$ cat config.mk
export PLATFORM = sky130hd
export DESIGN_NAME = load_store_unit
export DESIGN_NICKNAME = d
export VERILOG_FILES = /design/src/rtl/load_store_unit.sv
export SDC_FILE = /design/constraint.sdc
export NUM_CORES = 1
export LEC_CHECK = 0
export BUFFER_PORTS_ARGS = -buffer_cell sky130_fd_sc_hd__buf_2
export CAP_MARGIN = 20
export CORE_MARGIN = 4
export CORE_UTILIZATION = 40
export DETAILED_ROUTE_END_ITERATION = 8
export GPL_TIMING_DRIVEN = 0
export PLACE_DENSITY = 0.67
export SETUP_SLACK_MARGIN = 0.02
export SLEW_MARGIN = 20
export SYNTH_ARGS = -nofsm -noshare
export SYNTH_HDL_FRONTEND = slang
export SYNTH_SLANG_ARGS = --single-unit
$ cat constraint.sdc
create_clock -name clk -period 2.2 [get_ports clk]
set_input_delay 0.11 -clock clk [delete_from_list [all_inputs] [get_ports clk]]
set_output_delay 0.11 -clock clk [all_outputs]
set_load 0.03 [all_outputs]
$ cat src/rtl/load_store_unit.sv
// RV64I MEM stage: one aligned 64-bit data-memory access per op, with store lane
// steering, load extraction and extension, and misaligned/illegal-op reporting.
module load_store_unit #(
  parameter int XLEN   = 64,
  parameter int STRB_W = XLEN / 8
) (
  input  logic              clk,
  input  logic              rst,
  input  logic              ex_valid,
  output logic              ex_ready,
  input  logic              ex_is_load,
  input  logic              ex_is_store,
  input  logic [2:0]        ex_funct3,
  input  logic [XLEN-1:0]   ex_addr,
  input  logic [XLEN-1:0]   ex_wdata,
  input  logic [4:0]        ex_rd,
  output logic              dmem_req_valid,
  input  logic              dmem_req_ready,
  output logic [XLEN-1:0]   dmem_addr,
  output logic              dmem_we,
  output logic [STRB_W-1:0] dmem_wstrb,
  output logic [XLEN-1:0]   dmem_wdata,
  input  logic              dmem_rsp_valid,
  input  logic [XLEN-1:0]   dmem_rdata,
  output logic              wb_valid,
  output logic [4:0]        wb_rd,
  output logic [XLEN-1:0]   wb_data,
  output logic              exc_valid,
  output logic [1:0]        exc_cause,
  output logic [XLEN-1:0]   exc_addr
);

  typedef enum logic [1:0] {IDLE, REQ, WAIT} state_t;

  state_t      state, state_nxt;
  logic        load_q;
  logic [2:0]  funct3_q;
  logic [2:0]  off_q;
  logic [4:0]  rd_q;

  logic              accept, illegal, misal, fault;
  logic [1:0]        cause;
  logic [STRB_W-1:0] strb;
  logic [XLEN-1:0]   rep;
  logic [XLEN-1:0]   shifted, ext;

  assign accept  = (state == IDLE) && ex_valid && (ex_is_load || ex_is_store);
  // A store cannot use the unsigned encodings; both flags set means load.
  assign illegal = (ex_funct3 == 3'b111) || (!ex_is_load && ex_funct3[2]);
  assign fault   = illegal || misal;
  assign cause   = illegal ? 2'd2 : (ex_is_load ? 2'd0 : 2'd1);

  always_comb begin
    misal = 1'b0;
    strb  = '1;
    rep   = ex_wdata;
    unique case (ex_funct3[1:0])
      2'd0: begin
        strb = 8'h01 << ex_addr[2:0];
        rep  = {8{ex_wdata[7:0]}};
      end
      2'd1: begin
        misal = ex_addr[0];
        strb  = 8'h03 << ex_addr[2:0];
        rep   = {4{ex_wdata[15:0]}};
      end
      2'd2: begin
        misal = |ex_addr[1:0];
        strb  = 8'h0F << ex_addr[2:0];
        rep   = {2{ex_wdata[31:0]}};
      end
      default: misal = |ex_addr[2:0];
    endcase
  end

  assign shifted = dmem_rdata >> {off_q, 3'b000};

  always_comb begin
    unique case (funct3_q)
      3'b000:  ext = {{56{shifted[7]}},  shifted[7:0]};
      3'b001:  ext = {{48{shifted[15]}}, shifted[15:0]};
      3'b010:  ext = {{32{shifted[31]}}, shifted[31:0]};
      3'b100:  ext = {56'd0, shifted[7:0]};
      3'b101:  ext = {48'd0, shifted[15:0]};
      3'b110:  ext = {32'd0, shifted[31:0]};
      default: ext = shifted;
    endcase
  end

  always_comb begin
    state_nxt      = state;
    ex_ready       = 1'b0;
    dmem_req_valid = 1'b0;
    unique case (state)
      IDLE: begin
        ex_ready = 1'b1;
        if (accept && !fault) state_nxt = REQ;
      end
      REQ: begin
        dmem_req_valid = 1'b1;
        if (dmem_req_ready) state_nxt = load_q ? WAIT : IDLE;
      end
      WAIT: if (dmem_rsp_valid) state_nxt = IDLE;
      default: state_nxt = IDLE;
    endcase
  end

  always_ff @(posedge clk) begin
    if (rst) begin
      state      <= IDLE;
      load_q     <= 1'b0;
      funct3_q   <= '0;
      off_q      <= '0;
      rd_q       <= '0;
      dmem_addr  <= '0;
      dmem_we    <= 1'b0;
      dmem_wstrb <= '0;
      dmem_wdata <= '0;
      wb_valid   <= 1'b0;
      wb_rd      <= '0;
      wb_data    <= '0;
      exc_valid  <= 1'b0;
      exc_cause  <= '0;
      exc_addr   <= '0;
    end else begin
      state     <= state_nxt;
      wb_valid  <= 1'b0;
      exc_valid <= 1'b0;
      if (accept) begin
        if (fault) begin
          exc_valid <= 1'b1;
          exc_cause <= cause;
          exc_addr  <= ex_addr;
        end else begin
          // Request fields are held in registers so they stay stable across stalls.
          load_q     <= ex_is_load;
          funct3_q   <= ex_funct3;
          off_q      <= ex_addr[2:0];
          rd_q       <= ex_rd;
          dmem_addr  <= {ex_addr[XLEN-1:3], 3'b000};
          dmem_we    <= !ex_is_load;
          dmem_wstrb <= ex_is_load ? '0 : strb;
          dmem_wdata <= ex_is_load ? '0 : rep;
        end
      end
      if (state == WAIT && dmem_rsp_valid) begin
        wb_valid <= 1'b1;
        wb_rd    <= rd_q;
        wb_data  <= ext;
      end
    end
  end

endmodule

== Yosys cells after proc, flatten, opt, wreduce, memory -nomap -nowiden ==
Index checks and enable logic that the tools add are counted.

* Logic and storage cells: 70
* Register bits: 285
* Input port bits: 207

* Equality and inequality tests: 13
* Multiplexer cells: 17
* Shifts and indexed selects: 4
* Reductions and logical operators: 19
* Bitwise operators: 2

{| class="wikitable"
|+ Operators with widths
! operator !! number
|-
| 64-bit one-hot mux with 6 select lines || 1
|-
| 64-bit one-hot mux with 3 select lines || 1
|-
| 64-bit 2-to-1 mux || 1
|-
| 64-bit by 6-bit right shift with 64-bit output || 1
|-
| 8-bit one-hot mux with 3 select lines || 1
|-
| 3-bit equality test, second input constant || 4
|-
| 2-bit 2-to-1 mux || 5
|-
| 8-bit 2-to-1 mux || 1
|-
| 1-bit by 3-bit left shift with 8-bit output, first input constant || 1
|-
| 2-bit by 3-bit left shift with 8-bit output, first input constant || 1
|-
| 4-bit by 3-bit left shift with 8-bit output, first input constant || 1
|-
| 2-bit one-hot mux with 3 select lines || 1
|-
| 1-bit logical AND || 5
|-
| 1-bit 2-to-1 mux || 5
|-
| 2-bit by 1-bit equality test with 1-bit output, second input constant || 2
|-
| 2-bit equality test, second input constant || 2
|-
| 2-bit logical NOT || 2
|-
| 2-bit inequality test, second input constant || 2
|-
| 2-bit AND reduction || 2
|-
| 2-bit OR reduction || 2
|-
| 3-bit by 1-bit equality test with 1-bit output, second input constant || 1
|-
| 3-bit by 2-bit equality test with 1-bit output, second input constant || 1
|-
| 3-bit logical NOT || 1
|-
| 1-bit logical OR || 3
|-
| 6 further kinds || 8
|}

== Longest topological paths before layout ==
* Depth after elaboration: 8
* Depth in mapped cells: 10

== Worst setup path after synthesis ==
Ideal clock, no wire load.

* Kind: flip-flop to flip-flop
* From: register state[1]
* To: register dmem_wdata[40]
* Stages on the path, launching flop included: 8
* Required time: 2072 ps
* Arrival: 2045 ps
* Path buffers: 2
* Setup slack: 28 ps
* Cell sequence: dfxtp_1 -> nor2_1 -> o211ai_1 -> or3_1 -> clkbuf_1 -> clkbuf_1 -> a22oi_1 -> nor2_1

* Word-level cells in the longest chain between the ends: 4

{| class="wikitable"
|+ Ends and longest elaborated chain
! item !! line !! RTL
|-
| from (decl) || 35 || <nowiki>state_t state, state_nxt;</nowiki>
|-
| from (signal assigned) || 126 || <nowiki>state <= state_nxt;</nowiki>
|-
| 2-bit logical NOT || 47 || <nowiki>assign accept = (state == IDLE) && ex_valid && (ex_is_load || ex_is_store);</nowiki>
|-
| 1-bit logical AND (2 in a row) || 47 ||
|-
| 2-bit AND reduction (no line) || n/a ||
|-
| to (signal assigned) || 143 || <nowiki>dmem_wdata <= ex_is_load ? '0 : rep;</nowiki>
|-
| to (decl) || 22 || <nowiki>output logic [XLEN-1:0] dmem_wdata,</nowiki>
|}

Every way passes these cells.
A chain may end at the register's enable or synchronous reset.

== Worst setup path after layout ==
* From: input port ex_funct3[1]
* To: register dmem_wdata[44]

* Word-level cells in the longest chain between the ends: 5

{| class="wikitable"
|+ Ends and longest elaborated chain
! item !! line !! RTL
|-
| from (decl) || 13 || <nowiki>input logic [2:0] ex_funct3,</nowiki>
|-
| 2-bit equality test (tied with other cells) || 57 || <nowiki>unique case (ex_funct3[1:0])</nowiki>
|-
| 1-bit one-hot mux with 3 select lines or 1-bit logical OR (tied branches) || 57, 49 ||
|-
| 1-bit logical OR || 50 || <nowiki>assign fault = illegal || misal;</nowiki>
|-
| 1-bit NOT (no line) || n/a ||
|-
| 2-bit AND reduction (no line) || n/a ||
|}

Several ways; a longest one is shown, not always the timed one.

==> flow_results.xml <==
<?xml version="1.0" encoding="UTF-8"?>
<metrics>
  <group name="run_status">
    <metric name="run_status" unit="">finished, final reports clean</metric>
  </group>
  <group name="sta">
    <metric name="finalCritPeriodShare" unit="%">97.7</metric>
    <metric name="timing.final.hold_violations" unit="">0</metric>
    <metric name="period_minus_slack" unit="ns">2.15</metric>
    <metric name="timing.final.ws_setup" unit="ns">0.0510</metric>
    <metric name="max_clock_freq" unit="MHz">465</metric>
    <metric name="timing.final.setup_violations" unit="">0</metric>
    <metric name="timing.clock.skew" unit="ns">0.0173</metric>
    <metric name="final.hold.worst_slack" unit="ns">0.0302</metric>
    <metric name="tightestPinTransition" unit="ns">0.805</metric>
    <metric name="timing.slew.headroom" unit="%">46.3</metric>
    <metric name="grt_setup_unrepaired" unit="">true</metric>
    <metric name="final-max-slew-violation-count" unit="">0</metric>
  </group>
  <group name="floorplan">
    <metric name="die_width" unit="um">189</metric>
    <metric name="num_io_pins" unit="">483</metric>
    <metric name="floorplan.die_area" unit="mm^2">0.0358</metric>
    <metric name="floorplan.core_area" unit="mm^2">0.0325</metric>
    <metric name="chipHeight" unit="um">189</metric>
    <metric name="placement_rows" unit="">66</metric>
    <metric name="effective_utilization_at_floorplan" unit="%">40.5</metric>
  </group>
  <group name="grt">
    <metric name="groute.usage.overall" unit="%">29.7</metric>
    <metric name="grt_start_max_net_pins" unit="">17</metric>
    <metric name="number_of_global_route_vias_before_repair" unit="">14577</metric>
    <metric name="globalRouteOverflowTotal" unit="">0</metric>
    <metric name="grt_antenna_before_repair" unit="">7</metric>
    <metric name="grt_first_pass_wirelength" unit="mm">83.9</metric>
  </group>
  <group name="worst_hold_path">
    <metric name="holdCritPathClass" unit="">input pin to register</metric>
    <metric name="min-delay-start" unit="">ex_wdata[12]</metric>
  </group>
  <group name="drt">
    <metric name="aggregate_routed_wire_length" unit="mm">56.7</metric>
    <metric name="via_per_inst" unit="">5.41</metric>
    <metric name="wl_per_cell" unit="um">20.7</metric>
    <metric name="vias" unit="">14788</metric>
    <metric name="detail_route_antenna_nets" unit="">0</metric>
    <metric name="first_pass_iters" unit="">6</metric>
    <metric name="m1WireLength" unit="mm">22.1</metric>
    <metric name="route.top_layer_used" unit="">met5</metric>
    <metric name="drt_iter0_markers" unit="">1046</metric>
    <metric name="remaining_drc_errors" unit="">0</metric>
    <metric name="met3WireLength" unit="mm">4.80</metric>
    <metric name="detailroute.wirelength.met2" unit="mm">26.8</metric>
  </group>
  <group name="finish">
    <metric name="syn_to_final_growth" unit="%">42.2</metric>
    <metric name="finalNetCount" unit="">2471</metric>
    <metric name="finish.utilization" unit="%">57.6</metric>
    <metric name="layout-drive-gt1-share" unit="%">31.2</metric>
    <metric name="stdcell_area" unit="mm^2">0.0187</metric>
    <metric name="commonest_non_fill_non_tap_cells_in_the_layout" unit="">sky130_fd_sc_hd__buf_2 (497), sky130_fd_sc_hd__nand2_1 (378), sky130_fd_sc_hd__dfxtp_1 (284), sky130_fd_sc_hd__a21oi_1 (226), sky130_fd_sc_hd__nor2_1 (152)</metric>
    <metric name="n_fill_cell" unit="">2989</metric>
    <metric name="final_common_cell" unit="">sky130_fd_sc_hd__buf_2</metric>
  </group>
  <group name="placed_design">
    <metric name="port_buffers" unit="">478</metric>
    <metric name="detailedPlacementHpwl" unit="mm">42.4</metric>
    <metric name="gp_congestion" unit="">0.933</metric>
    <metric name="dpl-instance-area" unit="mm^2">0.0161</metric>
    <metric name="post-place-ws" unit="ns">-0.798</metric>
  </group>
  <group name="critical_path">
    <metric name="timing.setup.critical_path_class" unit="">input pin to register</metric>
    <metric name="path_max_fanout" unit="">10</metric>
    <metric name="minimum_setup_slack_among_reg_to_reg_paths" unit="ns">0.09</metric>
    <metric name="critical_path_arrival" unit="ns">2.59</metric>
    <metric name="critical_path.startpoint" unit="">ex_funct3[1]</metric>
    <metric name="crit_required" unit="ns">2.64</metric>
    <metric name="setup.worst_path.start_class" unit="">input pin</metric>
    <metric name="timing.critical_path.to_type" unit="">register</metric>
    <metric name="startpoint_of_the_lowest_slack_register_to_register_path" unit="">state[1]$_SDFFE_PP0P_</metric>
  </group>
  <group name="clock_tree">
    <metric name="clock_tree_from_tritoncts" unit="">built</metric>
    <metric name="ctsRootBufferMaster" unit="">sky130_fd_sc_hd__clkbuf_16</metric>
    <metric name="numCtsBuffers" unit="">31</metric>
    <metric name="clkTransAtPathRegs" unit="ns">0.06</metric>
    <metric name="cts_max_level" unit="">1</metric>
    <metric name="clk_path_buf_depth" unit="">3</metric>
    <metric name="clock_insertion_delay_worst_skew" unit="ns">0.58</metric>
    <metric name="clock-sinks" unit="">285</metric>
  </group>
  <group name="power_and_ir_drop">
    <metric name="power_leakage" unit="nW">8.09</metric>
    <metric name="ir_worst_vdd" unit="mV">0.606</metric>
    <metric name="power_density" unit="mW/mm^2">696</metric>
  </group>
  <group name="yosys">
    <metric name="per_instance_average_area_after_synthesis" unit="um^2">8.21</metric>
    <metric name="synth_seq_cells" unit="">285</metric>
    <metric name="synthCells" unit="">1600</metric>
    <metric name="synth-async-reset-ratio" unit="%">0</metric>
    <metric name="synth-edff-count" unit="">0</metric>
    <metric name="yosys_warnings" unit="">0</metric>
    <metric name="synth.cell_area" unit="mm^2">0.0131</metric>
    <metric name="synth-seq-area-share" unit="%">43.4</metric>
    <metric name="synth_ff_type" unit="">sky130_fd_sc_hd__dfxtp_1</metric>
    <metric name="synth_cell_type_count" unit="">68</metric>
  </group>
  <group name="flow_run">
    <metric name="cap_viol_max_count" unit="">0</metric>
  </group>
</metrics>
-- area by class of cell --
type / count / area, um^2 / area share, %
diodes: 7 / 17.5 / 0.0937
plain buffers: 139 / 791 / 4.23
clock buffers: 44 / 865 / 4.63
clock inverters: 14 / 170 / 0.911
inverters: 40 / 150 / 0.803
multi-input cells: 1137 / 6590 / 35.3
flip-flops and latches: 285 / 5710 / 30.5
well taps: 442 / 553 / 2.96
repair buffers: 624 / 3840 / 20.6
-- report_power, final --
| part | total [mW] | leakage (nW) | internal [mW] | switching (mW) |
|---|---|---|---|---|
| registers | 5.42 | 2.31 | 5.32 | 0.0929 |
| logic | 2.29 | 5.29 | 0.845 | 1.44 |
| clock network | 5.30 | 0.498 | 3.10 | 2.21 |
-- final timing paths --
check | endpoint | cells after the start
worst min-delay path | dmem_wdata[12]$_SDFFE_PP0P_ | 5
worst max register to register | off_q[1]$_SDFFE_PP0P_ | 8
worst max-delay path | dmem_wdata[44]$_SDFFE_PP0P_ | 9
worst min register to register | dmem_addr[11]$_SDFFE_PP0P_ | 2
-- stage by stage --
stage	std cells	power [mW]	setup TNS, ns
2_1_floorplan	1602	6.73	0
5_1_grt	2731	13.5	-0.139
3_5_place_dp	2522	7.55	-114.73
3_3_place_gp	2522	7.53	-110.90
6_report	2732	13.0	0
4_1_cts	2723	13.0	0
-- routing by layer --
metal | vias to the layer above | global-route usage, %
met2 | 799 | 50.9
li1 | 6812 | -
met1 | 6990 | 35.8
met5 | - | 0
met3 | 185 | 6.56
met4 | 2 | 13.7
-- cell usage after synthesis, drive strengths merged (7+ instances only) --
master,n,area (um^2)
o21ai,38,190
o211ai,7,52.6
nor2b,16,100
or2b,9,75.1
a21oi,226,1130
nand3b,10,75.1
buf,45,265
a21o,8,60.1
a211oi,56,621
a221oi,8,70.1
dfxtp,285,5710
nor3,10,61.3
inv,39,146
clkbuf,88,400
nor2,154,586
mux2i,24,240
nand2,378,1420
a311oi,7,61.3
a22o,16,140
a22oi,64,480
nand2b,7,43.8
mux4,18,405
and2,7,47.6
mux2,17,199
-- state kept, by name, summed over array words and instances, names as in the netlist, 2 cells and up --
name / cells
dmem_wdata: 64
exc_addr: 64
wb_data: 64
dmem_addr: 61
dmem_wstrb: 8
rd_q: 5
wb_rd: 5
funct3_q: 3
off_q: 3
exc_cause: 2
state: 2
-- kinds of logic (layout without fill, tap and decap cells) --
kind of cell,after synthesis,after routing,share of synthesized area (%)
AO/OA/AOI/OAI,460,460,23.5
adder cells (fa/ha/maj),6,6,0.571
buffers and inverters,180,861,6.70
flip-flops,285,285,43.4
multiplexers,59,59,6.43
other,1,10,0.0285
AND/OR/NAND/NOR,609,609,19.3
-- critical path: stages --
cell	delay [ns]
sky130_fd_sc_hd__buf_2	0.15
sky130_fd_sc_hd__ha_1	0.17
sky130_fd_sc_hd__clkbuf_1	0.29
sky130_fd_sc_hd__clkbuf_1	0.47
sky130_fd_sc_hd__clkbuf_1	0.48
sky130_fd_sc_hd__a21oi_1	0.12
sky130_fd_sc_hd__dlygate4sd3_1	0.58
sky130_fd_sc_hd__a22oi_1	0.15
sky130_fd_sc_hd__nor2_1	0.05
-- timing repair --
item / CTS / global route
hold buffers: 138 / 0
buffers inserted: 5 / 2
hold endpoints to repair: 209 / 0
pin swaps: 3 / 2
gates resized for setup: 26 / 45
gates cloned: 0 / 1
endpoints found under the setup margin: 214 / 244
Power figures use the tool's default switching activity.
